===== src/rtl/ddr_arbiter.sv =====
// ddr_arbiter: shares one DDR command port between two cache requesters.
//
// Each requester owns a read slot and a write slot. That gives four slots:
// 0 = c0_rd, 1 = c0_wr, 2 = c1_rd, 3 = c1_wr. The DDR side has at most one
// transaction outstanding. Pending slots are granted round-robin.
//
// Ports
//   clk, rstn                 clock, synchronous active-low reset
//   cN_rd_addr / cN_rd_en     read request (en is a one-cycle pulse)
//   cN_rd_fin / cN_rd_data    read completion pulse and returned line
//   cN_wr_addr/_data/_en      write request (en is a one-cycle pulse)
//   cN_wr_fin                 write completion pulse
//   cN_ovf                    sticky: a request was dropped, slot occupied
//   arb2DDR_rd_*              DDR read command (en one-cycle pulse)
//   DDR2arb_rd_fin/_data      DDR read completion and line
//   arb2DDR_wr_*              DDR write command (en one-cycle pulse)
//   DDR2arb_wr_fin            DDR write completion
//   busy                      a DDR transaction is outstanding
module ddr_arbiter #(
    parameter int unsigned ADDR_W = 27,
    parameter int unsigned LINE_W = 128
) (
    input  logic              clk,
    input  logic              rstn,

    input  logic [ADDR_W-1:0] c0_rd_addr,
    input  logic              c0_rd_en,
    output logic              c0_rd_fin,
    output logic [LINE_W-1:0] c0_rd_data,
    input  logic [ADDR_W-1:0] c0_wr_addr,
    input  logic [LINE_W-1:0] c0_wr_data,
    input  logic              c0_wr_en,
    output logic              c0_wr_fin,
    output logic              c0_ovf,

    input  logic [ADDR_W-1:0] c1_rd_addr,
    input  logic              c1_rd_en,
    output logic              c1_rd_fin,
    output logic [LINE_W-1:0] c1_rd_data,
    input  logic [ADDR_W-1:0] c1_wr_addr,
    input  logic [LINE_W-1:0] c1_wr_data,
    input  logic              c1_wr_en,
    output logic              c1_wr_fin,
    output logic              c1_ovf,

    output logic [ADDR_W-1:0] arb2DDR_rd_addr,
    output logic              arb2DDR_rd_en,
    input  logic              DDR2arb_rd_fin,
    input  logic [LINE_W-1:0] DDR2arb_rd_data,

    output logic [ADDR_W-1:0] arb2DDR_wr_addr,
    output logic [LINE_W-1:0] arb2DDR_wr_data,
    output logic              arb2DDR_wr_en,
    input  logic              DDR2arb_wr_fin,

    output logic              busy
);

    typedef enum logic [1:0] {
        IDLE    = 2'd0,
        WAIT_RD = 2'd1,
        WAIT_WR = 2'd2
    } state_t;

    state_t            state;

    // Slot storage. Write data only exists for the two write slots.
    logic [3:0]        pend;
    logic [ADDR_W-1:0] slot_addr [4];
    logic [LINE_W-1:0] slot_data [2];

    logic [1:0]        last;       // last granted slot
    logic [1:0]        cur;        // slot owning the outstanding transaction

    logic [3:0]        req;
    logic [ADDR_W-1:0] req_addr [4];
    logic [3:0]        done;
    logic [3:0]        drop;
    logic              gnt_vld;
    logic [1:0]        gnt_idx;
    logic [1:0]        cand;

    // Gather requester inputs into slot order.
    always_comb begin
        req         = {c1_wr_en, c1_rd_en, c0_wr_en, c0_rd_en};
        req_addr[0] = c0_rd_addr;
        req_addr[1] = c0_wr_addr;
        req_addr[2] = c1_rd_addr;
        req_addr[3] = c1_wr_addr;
    end

    // A slot completes only on the fin that matches the current wait state.
    // A new en for a pending slot is dropped unless that slot completes
    // on the same edge.
    always_comb begin
        done = '0;
        if ((state == WAIT_RD && DDR2arb_rd_fin) ||
            (state == WAIT_WR && DDR2arb_wr_fin)) begin
            done[cur] = 1'b1;
        end
        drop = req & pend & ~done;
    end

    // Round-robin search: start one past the last grant, wrap mod 4.
    always_comb begin
        gnt_vld = 1'b0;
        gnt_idx = last;
        cand    = '0;
        for (int i = 1; i <= 4; i++) begin
            cand = last + 2'(i);
            if (!gnt_vld && pend[cand]) begin
                gnt_vld = 1'b1;
                gnt_idx = cand;
            end
        end
    end

    // Slot capture, completion clear and overflow flags.
    always_ff @(posedge clk) begin
        if (!rstn) begin
            pend   <= '0;
            c0_ovf <= 1'b0;
            c1_ovf <= 1'b0;
            for (int i = 0; i < 4; i++) begin
                slot_addr[i] <= '0;
            end
            slot_data[0] <= '0;
            slot_data[1] <= '0;
        end else begin
            for (int i = 0; i < 4; i++) begin
                if (req[i] && !drop[i]) begin
                    pend[i]      <= 1'b1;
                    slot_addr[i] <= req_addr[i];
                end else if (done[i]) begin
                    pend[i]      <= 1'b0;
                end
            end
            if (c0_wr_en && !drop[1]) begin
                slot_data[0] <= c0_wr_data;
            end
            if (c1_wr_en && !drop[3]) begin
                slot_data[1] <= c1_wr_data;
            end
            if (|drop[1:0]) begin
                c0_ovf <= 1'b1;
            end
            if (|drop[3:2]) begin
                c1_ovf <= 1'b1;
            end
        end
    end

    // Grant / wait / complete FSM with registered outputs.
    always_ff @(posedge clk) begin
        if (!rstn) begin
            state           <= IDLE;
            last            <= 2'd3;
            cur             <= 2'd0;
            busy            <= 1'b0;
            arb2DDR_rd_addr <= '0;
            arb2DDR_rd_en   <= 1'b0;
            arb2DDR_wr_addr <= '0;
            arb2DDR_wr_data <= '0;
            arb2DDR_wr_en   <= 1'b0;
            c0_rd_fin       <= 1'b0;
            c0_wr_fin       <= 1'b0;
            c1_rd_fin       <= 1'b0;
            c1_wr_fin       <= 1'b0;
            c0_rd_data      <= '0;
            c1_rd_data      <= '0;
        end else begin
            arb2DDR_rd_en <= 1'b0;
            arb2DDR_wr_en <= 1'b0;
            c0_rd_fin     <= 1'b0;
            c0_wr_fin     <= 1'b0;
            c1_rd_fin     <= 1'b0;
            c1_wr_fin     <= 1'b0;

            case (state)
                IDLE: begin
                    busy <= 1'b0;
                    if (gnt_vld) begin
                        last <= gnt_idx;
                        cur  <= gnt_idx;
                        busy <= 1'b1;
                        // Even slots are reads, odd slots are writes.
                        if (!gnt_idx[0]) begin
                            arb2DDR_rd_addr <= slot_addr[gnt_idx];
                            arb2DDR_rd_en   <= 1'b1;
                            state           <= WAIT_RD;
                        end else begin
                            arb2DDR_wr_addr <= slot_addr[gnt_idx];
                            arb2DDR_wr_data <= slot_data[gnt_idx[1]];
                            arb2DDR_wr_en   <= 1'b1;
                            state           <= WAIT_WR;
                        end
                    end
                end

                WAIT_RD: begin
                    if (DDR2arb_rd_fin) begin
                        state <= IDLE;
                        busy  <= 1'b0;
                        if (cur[1]) begin
                            c1_rd_data <= DDR2arb_rd_data;
                            c1_rd_fin  <= 1'b1;
                        end else begin
                            c0_rd_data <= DDR2arb_rd_data;
                            c0_rd_fin  <= 1'b1;
                        end
                    end
                end

                WAIT_WR: begin
                    if (DDR2arb_wr_fin) begin
                        state <= IDLE;
                        busy  <= 1'b0;
                        if (cur[1]) begin
                            c1_wr_fin <= 1'b1;
                        end else begin
                            c0_wr_fin <= 1'b1;
                        end
                    end
                end

                default: begin
                    state <= IDLE;
                    busy  <= 1'b0;
                end
            endcase
        end
    end

endmodule

===== config.mk =====
export PLATFORM = sky130hd
export DESIGN_NAME = ddr_arbiter
export DESIGN_NICKNAME = d
export VERILOG_FILES = /design/src/rtl/ddr_arbiter.sv
export SDC_FILE = /design/constraint.sdc
export NUM_CORES = 1
export LEC_CHECK = 0
export BUFFER_PORTS_ARGS = -buffer_cell sky130_fd_sc_hd__buf_2
export CORE_AREA = 2 2 372 374
export CTS_CLUSTER_SIZE = 10
export DETAILED_ROUTE_END_ITERATION = 12
export DIE_AREA = 0 0 374 376
export SLEW_MARGIN = 20
export SYNTH_ARGS = -nofsm -noshare
export SYNTH_HDL_FRONTEND = slang
export SYNTH_SLANG_ARGS = --single-unit

===== constraint.sdc =====
create_clock -name clk -period 20.3 [get_ports clk]
set_clock_uncertainty 0.1 [all_clocks]
set_input_delay 1.015 -clock clk [delete_from_list [all_inputs] [get_ports clk]]
set_output_delay 1.015 -clock clk [all_outputs]
set_load 0.1 [all_outputs]

==> impl_metrics.json <==
{
  "worstPathRequired_ns": 20.77,
  "crit_chain": "and3b_1, o21ai_4, nor2_1, o21a_4, buf_4, buf_4, and2_4",
  "synthFlopType": "dfxtp_1",
  "syn_area_um2": 31500,
  "clk_latency_ns": 0.69,
  "status": "finished, final reports clean",
  "dp_cells": 5177,
  "pwr-share-seq": 0.411,
  "clock_sinks": 821,
  "internal_power_w": 0.00307,
  "finalWorstSetupSlack_ns": 16.17,
  "rr_worst_depth": 7,
  "leakage_nw": 17.4,
  "mostFrequentLayoutCell": "buf_2",
  "slew_headroom": 0.297,
  "area_growth_pct": 29.3,
  "port_buffers": 946,
  "cts_root_buf": "clkbuf_16",
  "preCtsSetupSlack_ns": 15.56,
  "p_sw_w": 0.00169,
  "cts_tree": "done",
  "synth_edf_count": 364,
  "setup_viol": 0,
  "cp.arrival_ns": 4.61,
  "antenna_found_initial": 36,
  "synth_cells": 2607,
  "dr.pass1.iters": 5,
  "grt-ovfl-total": 0,
  "slew_violations": 0,
  "synth_seq_cells": 821,
  "final_net_count": 3982,
  "grt_pass1_vias": 22900,
  "cts_made_buffers": 97,
  "grt_max_degree": 110,
  "routedWlPerCell_um": 21.7,
  "hold_depth": 1,
  "via_per_inst": 4.36,
  "hpwlAfterDp_mm": 84.4,
  "combPwrFrac": 0.242,
  "drtIter0Drc": 1455,
  "cts_max_path_buffers": 3,
  "die_w_um": 374,
  "clkPwrFrac": 0.347,
  "synth.distinct_cells": 38,
  "fin_cells": 5368,
  "hp-class": "reg -> reg",
  "io_pins": 947,
  "rsz0062_at_grt": "false",
  "grt_use_total": 0.158,
  "min_period_over_period": 0.204,
  "cts.htree.levels": 3,
  "ir_drop_mv": 0.0660,
  "die-area_um2": 141000,
  "slowest_stage": "buf_4",
  "path_clk_slew_ns": 0.06,
  "num_vias": 23400,
  "grt_pass1_wl_mm": 163,
  "initial_utilization": 0.230,
  "max_freq_mhz": 242,
  "power_density_nw_per_um2": 117,
  "setup-tns-final_ns": 0,
  "final_cell_mix": "945 x buf_2, 520 x nand2_1, 457 x dfxtp_1, 364 x edfxtp_1, 261 x a21boi_0",
  "path_class": "reg -> reg",
  "yosysSeqAreaShare": 0.638,
  "drtAntennaViolNets": 0,
  "maxCapViolCount": 0,
  "routabilityCongestion": 0.899,
  "synth_warnings": 0,
  "cts_resized": 0,
  "fp-row-count": 136,
  "drive_gt1_frac": 0.337,
  "layout_min_cycle_time_ns": 4.14,
  "start_kind": "flip-flop",
  "critPathMaxStageDelay_ns": 0.86,
  "hold_violations": 0,
  "end_kind": "flip-flop",
  "cts_hold_buffers": 0,
  "tightestPinTransition_ns": 1.05,
  "switching_share": 0.355,
  "core_area_um2": 137000,
  "cpMostUsedCell": "buf_4",
  "critPathMaxFanout": 109,
  "synth_nets": 3107,
  "drcViolationCount": 0,
  "async_flop_share": 0,
  "die_h_um": 376,
  "totalWireLength_mm": 117,
  "avgSynthCellArea_um2": 12.1,
  "fill_cells": 14100,
  "post_cts_buffers": 0
}
[registers in the layout, indices dropped and copies added, names as in the netlist, 2 cells and up]
signal,flops
c0_rd_data,128
arb2DDR_rd_addr,27
c1_rd_data,128
state,2
arb2DDR_wr_data,128
pend,4
slot_data,256
arb2DDR_wr_addr,27
last,2
slot_addr,108
cur,2
[power groups by stage]
| stage | logic (W) | clock network (W) | registers [W] |
|---|---|---|---|
| 3_5_place_dp | 0.00116 | 0 | 0.00199 |
| 3_3_place_gp | 0.00115 | 0 | 0.00199 |
| 5_1_grt | 0.00120 | 0.00176 | 0.00197 |
| 6_report | 0.00115 | 0.00165 | 0.00196 |
| 2_1_floorplan | 0.000353 | 0 | 0.00252 |
| 4_1_cts | 0.00116 | 0.00170 | 0.00196 |
[cell usage after synthesis, types with 5 or more instances]
master     instances  area [um2]
nand2b_1           5        31.3
and3_1            84         526
inv_1              7        26.3
nor2_1            12        45.0
and2_1           199        1240
nand2_1          523        1960
clkbuf_1          80         300
mux2i_1          183        1830
o21a_1             6        45.0
dfxtp_1          457        9150
buf_4             21         158
a21boi_0         261        1960
buf_6             27         304
buf_2             56         280
and2_4            90         788
edfxtp_1         364       10900
buf_1              9        33.8
o21ai_0            8        40.0
o2bb2ai_1        182        1590
clkbuf_2           5        25.0
[critical path, delay by kind of cell, from the launching register on]
kind	cells	cell delay [ns]
buffers and inverters	2	1.62
and+or+nand+nor	3	0.95
AOI/OAI and AO/OA	2	0.69
DFF	1	0.44
[routing by layer]
metal	vias to the layer above	global-route usage	routed length (um)
li1	10900	-	-
met1	11500	0.198	49000
met5	-	0	187
met4	28	0.0570	3270
met2	867	0.256	55300
met3	192	0.0460	9010
[final timing paths]
check / start / endpoint / slack (ns)
setup reg to reg: state[0]$_SDFFE_PN0P_ / slot_data[1][68]$_SDFFCE_PN0P_ / 16.17
hold / removal: arb2DDR_wr_data[40]$_SDFFE_PN0P_ / arb2DDR_wr_data[40]$_SDFFE_PN0P_ / 0.36
hold reg to reg: arb2DDR_wr_data[40]$_SDFFE_PN0P_ / arb2DDR_wr_data[40]$_SDFFE_PN0P_ / 0.36
setup / recovery: state[0]$_SDFFE_PN0P_ / slot_data[1][68]$_SDFFCE_PN0P_ / 16.17
[cell type report]
| class | count | area (um2) | area share |
|---|---|---|---|
| clock buffer | 159 | 2760 | 0.0678 |
| clock inverter | 14 | 215 | 0.00529 |
| timing repair buffer | 974 | 4970 | 0.122 |
| tap | 1794 | 2240 | 0.0551 |
| sequential | 821 | 20100 | 0.493 |
| antenna | 18 | 45.0 | 0.00111 |
| inverter | 7 | 26.3 | 0.000645 |
| multi-input combinational | 1581 | 10400 | 0.255 |
[logic make-up (layout without fill, tap and decap cells)]
logic type	count (synthesis)	count (layout)	synth area share
muxes	183	183	0.0582
and+or+nand+nor	929	929	0.150
DFF	821	821	0.638
buffers and inverters	205	1154	0.0358
AOI/OAI and AO/OA	469	469	0.119
other	0	18	0
[per-stage QoR]
step	instance area, um2	utilization	total power [W]	hold slack (ns)
4_1_cts	40700	0.298	0.00482	0.359
3_3_place_gp	37700	0.276	0.00314	0.339
2_1_floorplan	31500	-	0.00288	0.384
6_report	40700	0.298	0.00476	0.357
3_5_place_dp	37700	0.276	0.00315	0.342
5_1_grt	40700	0.298	0.00493	0.370
Note: power is estimated with default switching activity, not from simulation.
